===== src/rtl/ex_wb_pipe.sv =====
// EX/WB pipeline register with valid/ready handshake, flush and x0 write suppression.
// Define EX_WB_SKID_EN to add a skid register so in_ready_o comes straight from a flop.
module ex_wb_pipe #(
  parameter int unsigned XLEN    = 32,
  parameter int unsigned REG_AW  = 5,
  parameter int unsigned WRMUX_W = 2,
  parameter int unsigned LOAD_W  = 3
) (
  input  logic               clk,
  input  logic               rst,
  input  logic               flush_i,
  input  logic               in_valid_i,
  output logic               in_ready_o,
  input  logic [XLEN-1:0]    alu_result_i,
  input  logic [REG_AW-1:0]  wb_addr_i,
  input  logic               wb_en_i,
  input  logic [WRMUX_W-1:0] control_wr_mux_i,
  input  logic [XLEN-1:0]    pc_plus_i,
  input  logic [LOAD_W-1:0]  control_load_i,
  output logic               out_valid_o,
  input  logic               out_ready_i,
  output logic [XLEN-1:0]    alu_result_o,
  output logic [REG_AW-1:0]  wb_addr_o,
  output logic               wb_en_o,
  output logic [WRMUX_W-1:0] control_wr_mux_o,
  output logic [XLEN-1:0]    pc_plus_o,
  output logic [LOAD_W-1:0]  control_load_o
);

  localparam int unsigned PW = 2 * XLEN + REG_AW + 1 + WRMUX_W + LOAD_W;

  // Bit 0 is main-valid, bit 1 is skid-valid, so both can be read directly from the flops.
  typedef enum logic [1:0] {
    StEmpty = 2'b00,
    StFull  = 2'b01,
    StSkid  = 2'b11
  } state_e;

  state_e          state_q, state_d;
  logic [PW-1:0]   main_q, main_d;
  logic [PW-1:0]   in_pack;
  logic            in_wb_en;
  logic            main_wb_en;
  logic            main_valid;
  logic            accept;
  logic            pop;

  assign in_wb_en = wb_en_i & (wb_addr_i != '0);
  assign in_pack  = {alu_result_i, wb_addr_i, in_wb_en, control_wr_mux_i, pc_plus_i,
                     control_load_i};

  assign main_valid  = state_q[0];
  assign out_valid_o = main_valid;

`ifdef EX_WB_SKID_EN
  logic [PW-1:0] skid_q, skid_d;
  assign in_ready_o = ~state_q[1];
`else
  assign in_ready_o = ~main_valid | out_ready_i;
`endif

  assign accept = in_valid_i & in_ready_o;
  assign pop    = main_valid & out_ready_i;

  always_comb begin
    state_d = state_q;
    main_d  = main_q;
`ifdef EX_WB_SKID_EN
    skid_d  = skid_q;
`endif
    unique case (state_q)
      StEmpty: begin
        if (accept) begin
          state_d = StFull;
          main_d  = in_pack;
        end
      end
      StFull: begin
        if (accept) begin
`ifdef EX_WB_SKID_EN
          if (pop) begin
            main_d = in_pack;
          end else begin
            state_d = StSkid;
            skid_d  = in_pack;
          end
`else
          // Accept while full implies a pop in this build.
          main_d = in_pack;
`endif
        end else if (pop) begin
          state_d = StEmpty;
        end
      end
      StSkid: begin
`ifdef EX_WB_SKID_EN
        if (pop) begin
          state_d = StFull;
          main_d  = skid_q;
        end
`else
        state_d = StEmpty;
`endif
      end
      default: state_d = StEmpty;
    endcase
    // Flush drops every entry and the incoming one; held data stays visible but invalid.
    if (flush_i) begin
      state_d = StEmpty;
      main_d  = main_q;
`ifdef EX_WB_SKID_EN
      skid_d  = skid_q;
`endif
    end
  end

  always_ff @(posedge clk) begin
    if (!rst) begin
      state_q <= StEmpty;
      main_q  <= '0;
`ifdef EX_WB_SKID_EN
      skid_q  <= '0;
`endif
    end else begin
      state_q <= state_d;
      main_q  <= main_d;
`ifdef EX_WB_SKID_EN
      skid_q  <= skid_d;
`endif
    end
  end

  assign {alu_result_o, wb_addr_o, main_wb_en, control_wr_mux_o, pc_plus_o,
          control_load_o} = main_q;
  assign wb_en_o = main_valid & main_wb_en;

endmodule


===== config.mk =====
export PLATFORM = sky130hd
export DESIGN_NAME = ex_wb_pipe
export DESIGN_NICKNAME = d
export VERILOG_FILES = /design/src/rtl/ex_wb_pipe.sv
export SDC_FILE = /design/constraint.sdc
export NUM_CORES = 1
export LEC_CHECK = 0
export ABC_AREA = 1
export CAP_MARGIN = 20
export CORE_MARGIN = 4
export CORE_UTILIZATION = 42
export CTS_BUF_LIST = sky130_fd_sc_hd__clkbuf_8
export CTS_CLUSTER_DIAMETER = 50
export DETAILED_ROUTE_END_ITERATION = 6
export PLACE_DENSITY = 0.82
export RECOVER_POWER = 25
export SYNTH_ARGS = -nofsm -noshare
export SYNTH_HDL_FRONTEND = slang
export SYNTH_SLANG_ARGS = --single-unit

===== constraint.sdc =====
create_clock -name clk -period 1.1 [get_ports clk]
set_input_delay 0.11 -clock clk [delete_from_list [all_inputs] [get_ports clk]]
set_output_delay 0.11 -clock clk [all_outputs]
set_load 0.05 [all_outputs]

==> results.py <==
metrics = {
    "outcome": {
        "status": "finished, violations left",
        "violations": "setup timing",
    },
    "synth": {
        "synth_top_cell_area_share": 0.464,
        "synth_area_sq_um": 3280,
        "yosysMostFrequentCell": "nor2_1",
        "synth_area_leaders": "dfxtp_1 (46%), nor2_1 (17%), buf_4 (17%)",
        "synth_nets": 495,
        "synth_edf_count": 0,
        "synthCells": 415,
        "synth-main-ff-cell": "dfxtp_1",
        "ys_types": 16,
        "synth.avg_cell_area_sq_um": 7.90,
        "ys_ff_latch": 76,
        "seq_area_frac_synth": 0.464,
        "yosys.area.top_type": "dfxtp_1",
        "synthArstFlopShare": 0,
        "ys_top_cells_by_count": "nor2_1 (151), dfxtp_1 (76), buf_4 (75)",
        "yosysWarnings": 0,
    },
    "placed_design": {
        "hpwl_mm": 6.68,
        "port_buffers": 156,
        "gp_congestion": 0.740,
    },
    "hold_path": {
        "whs_endpoint": "state_q[0]$_SDFFE_PP0P_",
        "hold_path_class": "in2reg",
        "whs_path_depth": 4,
        "min-delay-start": "rst",
    },
    "floorplan": {
        "die_w_microns": 96.3,
        "fp.dieArea_sq_um": 9280,
        "start_util": 0.442,
        "fp.dieH_microns": 96.3,
        "pin_count": 157,
        "core_sq_um": 7410,
        "num_rows": 31,
    },
    "setup_path": {
        "cp_max_fo": 3,
        "crit_start": "state_q[0]$_SDFFE_PP0P_",
        "critical_path_class": "reg2out",
        "slowest_delay_ns": 0.39,
        "start_kind": "flop",
        "cp-end-kind": "output port",
        "arrival_ns": 1.03,
        "path_cells": "nand2_8 -> buf_6 -> buf_12",
        "critPathSlowestCell": "dfxtp_4",
        "r2r_start": "state_q[0]$_SDFFE_PP0P_",
        "rr_worst_depth": 6,
        "rrSetupSlack_ns": 0.02,
        "r2r-end": "main_q[58]$_SDFFE_PN0P_",
        "worstPathRequired_ns": 0.99,
    },
    "clock_network": {
        "clkLatencyLatePin_ns": 0.33,
        "cts_sinks": 76,
        "cts_buffer_depth": 2,
        "numCtsBuffers": 9,
        "clk_pin_slew_ns": 0.07,
        "clock-root-buffer": "clkbuf_8",
        "htreeDepth": 3,
        "cts_tree": "done",
    },
    "drt": {
        "viasPerCell": 4.59,
        "wire_per_inst_microns": 14.4,
        "postRouteAntennaNets": 0,
        "drtPass1Iterations": 4,
        "drc": 0,
        "drtIter0Drc": 60,
        "num_vias": 2758,
        "wl_mm": 8.67,
    },
    "sta": {
        "holdWs_ns": 0.213,
        "period_share": 1.04,
        "worst_slew_pin_slew_ns": 0.260,
        "rsz0062_at_grt": "yes",
        "setup_violations": 1,
        "fmax_ghz": 0.874,
        "final.setup.worst_slack_ns": -0.0439,
        "fin_crit_ns": 1.14,
        "fin_setup_tns_ns": -0.0439,
        "fin_worst_skew_ns": 0.00503,
        "slew_viol_final": 0,
        "relSlewSlack": 0.828,
        "final_hold_viol_count": 0,
    },
    "final_layout": {
        "utilization": 0.700,
        "fillers": 551,
        "area_growth_syn_to_layout_pct": 58.2,
        "antenna_cells": 0,
        "drive_gt1_frac": 0.229,
        "nets": 577,
    },
    "run": {
        "maxCapViolCount": 0,
    },
    "global_route": {
        "track_usage": 0.182,
        "grt_max_degree": 43,
        "grt.overflow.total": 0,
        "grt_pass1_wl_mm": 12.8,
        "grt_pass1_vias": 2694,
        "antenna_found_initial": 0,
    },
    "pwr": {
        "vdd_ir_drop_max_v": 0.000850,
        "power_density_nw_per_um2": 1470,
        "leakage_nw": 2.13,
    },
}
report_power, final:
group	switching [W]	internal, W	total, W
combinational	0.00108	0.000994	0.00208
clock	0.000964	0.00146	0.00242
sequential	0.000170	0.00294	0.00311
final cells by class:
class	count	area [sq um]	area share
clock inverter	4	71.3	0.0138
multi-input combinational	236	1020	0.196
clock buffer	12	165	0.0319
inverter	5	26.3	0.00507
sequential	76	1530	0.294
timing repair buffer	169	2260	0.435
tap	99	124	0.0239
kinds of logic (layout without fill, tap and decap cells):
family / count (synthesis) / after routing / share of synthesized area
buffers and inverters: 103 / 190 / 0.232
AND/OR/NAND/NOR: 161 / 161 / 0.188
flip-flops: 76 / 76 / 0.464
AO/OA/AOI/OAI: 75 / 75 / 0.116
stage by stage:
step           total power, W  worst slack, ns  area [sq um]  instances
6_report              0.00760          -0.0439          5180        601
5_1_grt               0.00793          -0.0887          5180        601
4_1_cts               0.00783          -0.0634          5410        599
3_5_place_dp          0.00540           -0.338          5160        582
3_3_place_gp          0.00534           -0.280          5160        582
2_1_floorplan         0.00440           -0.107          3300        415
sequential cells by signal, summed over array words and instances (netlist names):
name,flops
state_q,1
main_q,75
worst max path at each step:
stage               depth (start not counted)                      end  slack [ns]
finish                                      3               in_ready_o       -0.04
global route                                3               in_ready_o       -0.09
CTS                                         3               in_ready_o       -0.06
detailed placement                          8  main_q[33]$_SDFFE_PN0P_       -0.34
global placement                            8  main_q[60]$_SDFFE_PN0P_       -0.28
floorplan                                   7  main_q[49]$_SDFFE_PN0P_       -0.11
cells in the final DEF, fill, tap and decap left out, drive strengths merged:
| master | netlist | final |
|---|---|---|
| clkinvlp | 0 | 1 |
| clkbuf | 8 | 33 |
| nand3b | 1 | 1 |
| inv | 5 | 6 |
| bufinv | 0 | 2 |
| o21ai | 74 | 74 |
| buf | 90 | 70 |
| dfxtp | 76 | 76 |
| a21oi | 1 | 1 |
| clkdlybuf4s50 | 0 | 78 |
| nor2 | 152 | 152 |
| nand2 | 8 | 8 |
routing by layer:
layer | global-route usage | up-vias | share of wire
met5 | 0 | - | 0
met3 | 0.0915 | 12 | 0.11
met1 | 0.185 | 1233 | 0.35
met4 | 0.0771 | 0 | 0.018
li1 | - | 1398 | -
met2 | 0.315 | 115 | 0.52
timing repair:
action                     in CTS  in global routing
hold buffers                    0                  0
buffers inserted                1                  0
resized for setup               4                 18
cloned                          0                  2
setup endpoints to repair      10                 37
critical path, delay by kind of cell (launching register included):
family	cells	cell delay [ns]
buffers and inverters	2	0.26
flip-flops	1	0.39
AND/OR/NAND/NOR	1	0.06
(Power assumes the default switching activity.)
